$ cat src/rtl/ctrl_pkg.sv
// rtl/ctrl_pkg.sv - shared encodings for the multi-cycle controller
//   state_e    : controller sequencing states
//   op_class_e : opcode classes produced by opcode_class_decoder
//   OPC_*      : opcode class field patterns, OP_HALT full HALT opcode
//   ALU_ADD    : ALU operation used for LOAD/STORE address generation
//   cj_taken() : conditional jump resolution from opcode bit 2 and zero flag
package ctrl_pkg;

  typedef enum logic [2:0] {
    FETCH  = 3'd0,
    DECODE = 3'd1,
    EXEC   = 3'd2,
    MEM    = 3'd3,
    WB     = 3'd4,
    HALT   = 3'd5
  } state_e;

  typedef enum logic [2:0] {
    CLS_R   = 3'd0,
    CLS_I   = 3'd1,
    CLS_LD  = 3'd2,
    CLS_ST  = 3'd3,
    CLS_CJ  = 3'd4,
    CLS_J   = 3'd5,
    CLS_HLT = 3'd6,
    CLS_ILL = 3'd7
  } op_class_e;

  localparam logic [5:0] OP_HALT = 6'b111111;
  localparam logic [1:0] OPC_R   = 2'b00;    // instruction[5:4]
  localparam logic [1:0] OPC_I   = 2'b01;    // instruction[5:4]
  localparam logic [3:0] OPC_LD  = 4'b1000;  // instruction[5:2]
  localparam logic [3:0] OPC_ST  = 4'b1001;  // instruction[5:2]
  localparam logic [2:0] OPC_CJ  = 3'b110;   // instruction[5:3]
  localparam logic [3:0] OPC_J   = 4'b1110;  // instruction[5:2]

  localparam logic [2:0] ALU_ADD = 3'b000;

  // instruction[2] selects the polarity: 0 = jump on zero, 1 = jump on not-zero.
  function automatic logic cj_taken(input logic [5:0] instr, input logic zero_flag);
    return instr[2] ? ~zero_flag : zero_flag;
  endfunction

endpackage

$ cat src/rtl/opcode_class_decoder.sv
// rtl/opcode_class_decoder.sv - priority decode of the opcode field into an op class
//   instr_i [5:0] : opcode field of the instruction register
//   class_o       : op_class_e, first matching class in priority order, CLS_ILL otherwise
module opcode_class_decoder
  import ctrl_pkg::*;
(
  input  logic [5:0] instr_i,
  output op_class_e  class_o
);

  // HALT must be tested first: its pattern would otherwise fall into no other
  // class, but keeping the priority explicit protects against future overlaps.
  always_comb begin
    class_o = CLS_ILL;
    if (instr_i == OP_HALT) begin
      class_o = CLS_HLT;
    end else if (instr_i[5:4] == OPC_R) begin
      class_o = CLS_R;
    end else if (instr_i[5:4] == OPC_I) begin
      class_o = CLS_I;
    end else if (instr_i[5:2] == OPC_LD) begin
      class_o = CLS_LD;
    end else if (instr_i[5:2] == OPC_ST) begin
      class_o = CLS_ST;
    end else if (instr_i[5:3] == OPC_CJ) begin
      class_o = CLS_CJ;
    end else if (instr_i[5:2] == OPC_J) begin
      class_o = CLS_J;
    end
  end

endmodule

$ cat src/rtl/multicycle_controller.sv
// rtl/multicycle_controller.sv - multi-cycle sequencing FSM for the processor datapath
//   clk, rst (sync, active-high)    : clock and reset
//   instruction[5:0], zero          : opcode from IR, registered ALU zero flag
//   mem_ready                       : memory completes current access this cycle
//   mem_read, mem_write, sel_IorD   : shared memory port strobes and address select
//   ir_load, pc_load                : IR and PC load enables
//   sel_PCSrc_plus1/offset/const    : one-hot PC source, only with pc_load
//   ALU_op[2:0], sel_ALUScr_reg/const : ALU operation and B-operand select
//   reg_write, sel_WB_mem           : register file write enable and write-back source
//   halted                          : stopped on HALT
//   cycle_count, instr_count [31:0] : performance counters, present only with CTRL_PERF_CNT_EN
module multicycle_controller
  import ctrl_pkg::*;
(
  input  logic       clk,
  input  logic       rst,
  input  logic [5:0] instruction,
  input  logic       zero,
  input  logic       mem_ready,
  output logic       mem_read,
  output logic       mem_write,
  output logic       sel_IorD,
  output logic       ir_load,
  output logic       pc_load,
  output logic       sel_PCSrc_plus1,
  output logic       sel_PCSrc_offset,
  output logic       sel_PCSrc_const,
  output logic [2:0] ALU_op,
  output logic       sel_ALUScr_reg,
  output logic       sel_ALUScr_const,
  output logic       reg_write,
  output logic       sel_WB_mem,
  output logic       halted
`ifdef CTRL_PERF_CNT_EN
  ,
  output logic [31:0] cycle_count,
  output logic [31:0] instr_count
`endif
);

  state_e    state_q;
  state_e    state_d;
  op_class_e op_class;

  opcode_class_decoder u_opcode_class_decoder (
    .instr_i (instruction),
    .class_o (op_class)
  );

  always_ff @(posedge clk) begin
    if (rst) begin
      state_q <= FETCH;
    end else begin
      state_q <= state_d;
    end
  end

  // Outputs are decoded from the current state and opcode; ir_load and the
  // STORE completion pc_load additionally depend on mem_ready. Everything is
  // held at 0 while rst is high so an abandoned access leaves no side effects.
  always_comb begin
    state_d          = state_q;
    mem_read         = 1'b0;
    mem_write        = 1'b0;
    sel_IorD         = 1'b0;
    ir_load          = 1'b0;
    pc_load          = 1'b0;
    sel_PCSrc_plus1  = 1'b0;
    sel_PCSrc_offset = 1'b0;
    sel_PCSrc_const  = 1'b0;
    ALU_op           = 3'b000;
    sel_ALUScr_reg   = 1'b0;
    sel_ALUScr_const = 1'b0;
    reg_write        = 1'b0;
    sel_WB_mem       = 1'b0;
    halted           = 1'b0;

    if (rst) begin
      state_d = FETCH;
    end else begin
      case (state_q)
        FETCH: begin
          mem_read = 1'b1;
          if (mem_ready) begin
            ir_load = 1'b1;
            state_d = DECODE;
          end
        end

        DECODE: begin
          case (op_class)
            CLS_R, CLS_I, CLS_LD, CLS_ST: begin
              state_d = EXEC;
            end
            CLS_CJ: begin
              pc_load = 1'b1;
              if (cj_taken(instruction, zero)) begin
                sel_PCSrc_offset = 1'b1;
              end else begin
                sel_PCSrc_plus1 = 1'b1;
              end
              state_d = FETCH;
            end
            CLS_J: begin
              pc_load         = 1'b1;
              sel_PCSrc_const = 1'b1;
              state_d         = FETCH;
            end
            CLS_HLT: begin
              state_d = HALT;
            end
            default: begin
              // Illegal opcodes retire as a NOP.
              pc_load         = 1'b1;
              sel_PCSrc_plus1 = 1'b1;
              state_d         = FETCH;
            end
          endcase
        end

        EXEC: begin
          // instruction[3] is reserved; only [2:0] select the ALU operation.
          if (op_class == CLS_R || op_class == CLS_I) begin
            ALU_op = instruction[2:0];
          end else begin
            ALU_op = ALU_ADD;
          end
          if (op_class == CLS_R) begin
            sel_ALUScr_reg = 1'b1;
          end else begin
            sel_ALUScr_const = 1'b1;
          end
          if (op_class == CLS_LD || op_class == CLS_ST) begin
            state_d = MEM;
          end else begin
            state_d = WB;
          end
        end

        MEM: begin
          sel_IorD = 1'b1;
          if (op_class == CLS_LD) begin
            mem_read = 1'b1;
          end else begin
            mem_write = 1'b1;
          end
          if (mem_ready) begin
            if (op_class == CLS_LD) begin
              state_d = WB;
            end else begin
              // STORE has no write-back, so it retires here.
              pc_load         = 1'b1;
              sel_PCSrc_plus1 = 1'b1;
              state_d         = FETCH;
            end
          end
        end

        WB: begin
          reg_write       = 1'b1;
          sel_WB_mem      = (op_class == CLS_LD);
          pc_load         = 1'b1;
          sel_PCSrc_plus1 = 1'b1;
          state_d         = FETCH;
        end

        HALT: begin
          halted = 1'b1;
        end

        default: begin
          state_d = FETCH;
        end
      endcase
    end
  end

`ifdef CTRL_PERF_CNT_EN
  logic [31:0] cycle_cnt_q;
  logic [31:0] instr_cnt_q;

  // Both counters wrap naturally at 2^32 and stop advancing once halted.
  always_ff @(posedge clk) begin
    if (rst) begin
      cycle_cnt_q <= 32'd0;
      instr_cnt_q <= 32'd0;
    end else if (state_q != HALT) begin
      cycle_cnt_q <= cycle_cnt_q + 32'd1;
      if (pc_load) begin
        instr_cnt_q <= instr_cnt_q + 32'd1;
      end
    end
  end

  assign cycle_count = cycle_cnt_q;
  assign instr_count = instr_cnt_q;
`endif

endmodule

$ cat config.mk
export PLATFORM = sky130hd
export DESIGN_NAME = multicycle_controller
export DESIGN_NICKNAME = d
export VERILOG_FILES = /design/src/rtl/ctrl_pkg.sv /design/src/rtl/opcode_class_decoder.sv /design/src/rtl/multicycle_controller.sv
export SDC_FILE = /design/constraint.sdc
export NUM_CORES = 1
export LEC_CHECK = 0
export CORE_AREA = 2 2 39 41
export CTS_BUF_LIST = sky130_fd_sc_hd__clkbuf_2
export DETAILED_ROUTE_END_ITERATION = 8
export DIE_AREA = 0 0 41 43
export GPL_TIMING_DRIVEN = 0
export PLACE_DENSITY = 0.72
export REMOVE_ABC_BUFFERS = 1
export SYNTH_ARGS = -nofsm -noshare
export SYNTH_HDL_FRONTEND = slang
export SYNTH_SLANG_ARGS = --single-unit
$ cat constraint.sdc
create_clock -name clk -period 2.3 [get_ports clk]
set_input_delay 0.575 -clock clk [delete_from_list [all_inputs] [get_ports clk]]
set_output_delay 0.575 -clock clk [all_outputs]
set_load 0.1 [all_outputs]
## Word-level counts from Yosys, hierarchy flattened

Cells that the tools add are included.

| word-level totals | value |
|---|---|
| register bits | 3 |
| bits of input ports | 10 |
| output and inout port bits | 16 |
| logic and storage cells | 86 |

| operators by class | value |
|---|---|
| equal/unequal tests | 19 |
| multiplexer cells | 55 |
| bitwise operators | 2 |
| reduce and logical (&&, ||, !) cells | 9 |

Operators by type and width:

| operator | count |
|---|---|
| 2-to-1 mux 3 bit | 13 |
| 2-to-1 mux 1 bit | 35 |
| == test 3 bit, second input constant | 6 |
| one-hot mux 3 bit (5 select lines) | 1 |
| == test 3 x 2 -> 1 bit, second input constant | 4 |
| == test 4 bit, second input constant | 3 |
| == test 3 x 1 -> 1 bit, second input constant | 2 |
| == test 6 bit, second input constant | 1 |
| zero test 3 bit | 2 |
| one-hot mux 1 bit (3 select lines) | 2 |
| one-hot mux 3 bit (2 select lines) | 1 |
| OR reduction 6 bit | 1 |
| OR reduction 5 bit | 1 |
| != test 2 bit, second input constant | 2 |
| one-hot mux 1 bit (2 select lines) | 2 |
| OR reduction 4 bit | 1 |
| AND reduction 3 bit | 1 |
| == test 2 x 1 -> 1 bit, second input constant | 1 |
| zero test 2 bit | 1 |
| logical OR 1 bit | 2 |
| 2-to-1 mux 2 bit | 1 |
| inverter 1 bit | 2 |

## Longest topological paths before layout

| logic depth | value |
|---|---|
| depth in word-level cells | 13 |
| gate-level depth with buffers | 5 |

## Hierarchy

From an unflattened synthesis, not the netlist that was laid out.

| second synthesis, totals | value |
|---|---|
| cell total of the unflattened synthesis | 77 |
| area, all modules | 548.0 µm² |

By module, submodules not included:

| module | instances | cells each | area an instance (µm²) |
|---|---|---|---|
| multicycle_controller | 1 | 69 | 495.5 |
| opcode_class_decoder | 1 | 8 | 52.6 |

## Worst setup path before layout

OpenSTA, ideal clock, no wires.

| timing | value |
|---|---|
| path type | in2out |
| from | in rst |
| to | out sel_ALUScr_const |
| arrival time | 3.693 ns |
| data required time | 1.725 ns |
| setup slack | -1.968 ns |
| stages on the path | 2 |
| buffers on the path | 1 |
| cells stage by stage | clkbuf_1 -> nor4_1 |

| on the way | value |
|---|---|
| cells in the longest elaborated chain, start to end | 1 |

RTL lines:

| what | line | RTL |
|---|---|---|
| start: declaration | multicycle_controller.sv:16 | `input logic rst,` |
| 2-to-1 mux 1 bit | multicycle_controller.sv:78 | `if (rst) begin` |
| end: declaration | multicycle_controller.sv:30 | `output logic sel_ALUScr_const,` |

No other way between the ends.

## Final worst setup path

| timing | value |
|---|---|
| from | in instruction[3] |
| to | out sel_PCSrc_plus1 |

| on the way | value |
|---|---|
| cells in the longest elaborated chain, start to end | 13 |
| elaborated cells between the ends (all ways) | 25 |
| classes of those cells | 11 x eq/ne; 12 x mux; 2 x reduce/logical |

RTL lines:

| what | line | RTL |
|---|---|---|
| start: declaration | multicycle_controller.sv:17 | `input logic [5:0] instruction,` |
| == test 4 bit | opcode_class_decoder.sv:27 | `end else if (instr_i[5:2] == OPC_J) begin` |
| 2-to-1 mux 2 bit | opcode_class_decoder.sv:27 |  |
| 2-to-1 mux 3 bit | opcode_class_decoder.sv:25 | `end else if (instr_i[5:3] == OPC_CJ) begin` |
| 2-to-1 mux 3 bit | opcode_class_decoder.sv:23 | `end else if (instr_i[5:2] == OPC_ST) begin` |
| 2-to-1 mux 3 bit | opcode_class_decoder.sv:21 | `end else if (instr_i[5:2] == OPC_LD) begin` |
| 2-to-1 mux 3 bit | opcode_class_decoder.sv:19 | `end else if (instr_i[5:4] == OPC_I) begin` |
| 2-to-1 mux 3 bit | opcode_class_decoder.sv:17 | `end else if (instr_i[5:4] == OPC_R) begin` |
| 2-to-1 mux 3 bit (*) | opcode_class_decoder.sv:15 | `if (instr_i == OP_HALT) begin` |
| == test 3 x 1 -> 1 bit (tied with other cells) | multicycle_controller.sv:91 | `case (op_class)` |
| OR reduction 6 bit (no source line) or 2-to-1 mux 1 bit (tied branches) | - |  |
| one-hot mux 1 bit (2 select lines) or 2-to-1 mux 1 bit (tied branches) | multicycle_controller.sv:91, multicycle_controller.sv:147 |  |
| one-hot mux 1 bit (3 select lines) (*) | multicycle_controller.sv:81 | `case (state_q)` |
| 2-to-1 mux 1 bit (*) | multicycle_controller.sv:78 |  |
| end: declaration | multicycle_controller.sv:25 | `output logic sel_PCSrc_plus1,` |

Mark *: on every way between the ends. The rest lies on a longest branch, timed or not.

==> results.md <==
- Pwr dens: 299.9 nW/um^2
- Area growth, synth to finish: 103.6%
- Fin crit period: 2.381 ns
- First-pass GRT wire length: 2201 um
- Post-Synth Adder-Cell Area: 0
- Cell taking the most area after synthesis: dfxtp_1
- Critical path class: in -> out
- CP Max Fanout: 2
- Total grt overflow: 0
- Slew Viols, Final: 0
- Status: finished, violations left
- Final setup fails: 3
- Largest family of logic cells by synthesized area: simple AND/OR/NAND/NOR gates
- Simple-Gate Fraction of Synth Area: 0.5699
- Clock-pin transition on the worst setup and hold timing paths: 0.04 ns
- Synth warn: 0
- Multiplexer area fraction after synthesis: 0.02192
- HP Class: reg -> reg
- Ys async rst share: 0
- Clk buf depth: 2
- Drc violations: 0
- Critical path required time: 1.73 ns
- Area of the multi-input gates: 451.7 um^2
- Gpl congestion: 0.8539
- Hold path endpoint: state_q[2]$_SDFFE_PP0P_
- Total number of vias: 617
- Initial antenna violation count: 0
- Failing checks: negative setup slack
- FILL cells: 122
- CP arrival: 1.81 ns
- Placed cell area: 706.9 um^2
- Register-to-Register Path Depth: 5
- Top cells by area, synth: dfxtp_1, a21oi_1, and2_1
- Cell depth of the worst hold path: 3
- Pin count of the biggest net entering global routing: 15
- Fmax: 419.9 MHz
- # hold bufs at CTS: 0
- Tot GR Track Use: 0.1767
- Slew HR: 0.6343
- Final hold viol count: 0
- EDFF count, synth: 0
- Drt total wl: 1568 um
- CP Launch Type: input pin
- RSZ-0062 raised after global routing: yes
- Antenna violation net count after detailed routing: 0
- Reg-to-Reg Start: state_q[0]$_SDFFE_PP0P_
- Fin crit share: 1.035
- Layout Utilization: 0.6718
- Final Total Pwr: 278.8 uW
- Root Driver: clkbuf_2
- Slack of the worst reg-to-reg path: 0.95 ns
- Commonest cells in the netlist: a21oi_1, nor2_1, nor3_1
- CTS tree: done
- Vias per std cell: 5.319
- Sum Neg Setup Slack: -0.1361 ns
- Synth Area in Compound Gates: 0.2137
- Ant diodes: 0
- Worst Hold Launch: state_q[0]$_SDFFE_PP0P_
- DPL Wire Length: 946.6 um
- Distinct cells, synth: 32
- Syn Inst Count: 67
- Leak: 0.3742 nW
- CTS Buf Count: 3
- Vias in the first global route: 518
- Most flop-heavy register: state_q
- Fin nets: 111
- Setup Skew: 0.002512 ns
- XOR/XNOR Fraction of Synth Area: 0.01918
- Die width: 41 um
- Crit path largest cell delay: 0.37 ns
- 1st-pass router iterations: 4
- # IOs: 26
- Syn Area/Cell: 6.816 um^2
- Starting Density: 0.3300
- Core area: 1384 um^2
- Clk sink count: 3
- Register area share after synthesis: 0.1315
- Final Cell Area: 929.6 um^2
- Die span in y: 43 um
- Most frequently used flop master after synthesis: dfxtp_1
- Largest regs: state_q: 3 flops
- Slowest CP cell: or3_1
- Pin slew with the least headroom to its limit: 0.5512 ns
- PortBufs: 25
- Routed len/inst: 13.52 um
- Largest register FFs: 3
- Final worst slack: -0.08136 ns
- Max Cap Violations: 0
- Latest clock arrival within the worst-skew pair: 0.20 ns
- H-Tree Depth: 1
- Row count: 14
- Worst vdd ir: 212.5 uV
- Cell chain of the critical path: buf_12, o21ai_4, or3_4, or3_1, a21oi_2, buf_12
- DR iter-0 viols: 21
- Reg-to-reg endpoint: state_q[0]$_SDFFE_PP0P_
- CP endpoint kind: output port
- Layout cells sized above 1: 0.5300
- Register area: 68.82 um^2
- CP dominant cell by count: buf_12
- Syn Std Cell Area: 456.7 um^2
- Die area: 1763 um^2
- Top cell type's share of synthesized area: 0.1315
- Register bit total from synthesis: 3
layer usage:
layer / track usage / vias up / share of wire
li1: - / 308 / -
met1: 0.2315 / 294 / 0.40
met2: 0.2875 / 15 / 0.57
met3: 0.01571 / 0 / 0.031
met4: 0.06000 / 0 / 0
met5: 0 / - / 0
power by group:
part / internal [mW] / switching [mW] / leakage [nW]
combinational: 0.0637 / 0.0839 / 0.331
clock: 0.0459 / 0.0260 / 0.0166
sequential: 0.0541 / 0.00515 / 0.0264
through the flow:
step | std cells | setup slack [ns] | hold slack [ns]
after floorplan | 62 | -1.809 | 0.5602
after global placement | 103 | -1.588 | 0.6446
after detailed placement | 103 | -1.611 | 0.6653
after CTS | 111 | -0.1026 | 0.5734
after global routing | 116 | -0.1450 | 0.6464
final | 116 | -0.08136 | 0.6350
area by class of cell:
cell class | instances | share of cell area
Clock buffer | 4 | 0.02153
Tap cell | 16 | 0.02153
Multi-Input combinational cell | 59 | 0.4859
Timing Repair Buffer | 34 | 0.3970
Sequential cell | 3 | 0.07402
logic make-up (layout without fill, tap and decap cells):
family / after synthesis / in the layout
buffers and inverters: 5 / 38
xor gates and xnor gates: 1 / 1
AOI/OAI and AO/OA: 15 / 15
DFF: 3 / 3
and+or+nand+nor: 42 / 42
muxes: 1 / 1
placed cells by master, fill, tap and decap left out, types with 2 or more instances in the layout:
cell / Yosys / final
and2_1: 4 / 4
nor3_1: 5 / 4
buf_4: 0 / 10
buf_2: 1 / 4
a21oi_1: 6 / 3
dlygate4sd2_1: 0 / 4
buf_8: 0 / 2
nand4_1: 2 / 2
buf_6: 0 / 4
nor2_2: 0 / 2
nor2_1: 6 / 3
o21a_1: 2 / 2
nand2_1: 4 / 4
clkbuf_2: 0 / 4
clkdlybuf4s15_2: 0 / 2
a21oi_2: 0 / 3
nor3b_2: 0 / 2
nor2b_1: 2 / 2
dfxtp_4: 0 / 2
buf_12: 0 / 6
and2b_1: 2 / 2
worst max-delay path: cells and delay by family:
kind / cells / cell delay (ns)
AND/OR/NAND/NOR: 2 / 0.70
buffers and inverters: 2 / 0.27
AO/OA/AOI/OAI: 2 / 0.25
how the worst max path moves through the flow:
stage / start / end / slack, ns / cells after the start
2_1_floorplan: rst / sel_ALUScr_const / -1.81 / 1
3_3_place_gp: instruction[3] / sel_PCSrc_plus1 / -1.59 / 6
3_5_place_dp: instruction[3] / sel_PCSrc_plus1 / -1.61 / 6
4_1_cts: instruction[4] / sel_PCSrc_plus1 / -0.10 / 6
5_1_grt: state_q[1]$_SDFFE_PP0P_ / sel_PCSrc_plus1 / -0.15 / 5
6_report: instruction[3] / sel_PCSrc_plus1 / -0.08 / 6
timing repair:
item	4_1_cts	5_1_grt
gates cloned	0	0
pin swaps	9	7
gates resized for setup	147	22
endpoints found under the setup margin	16	9
setup buffers	4	5
No activity file was read; power rests on OpenSTA's default activity.
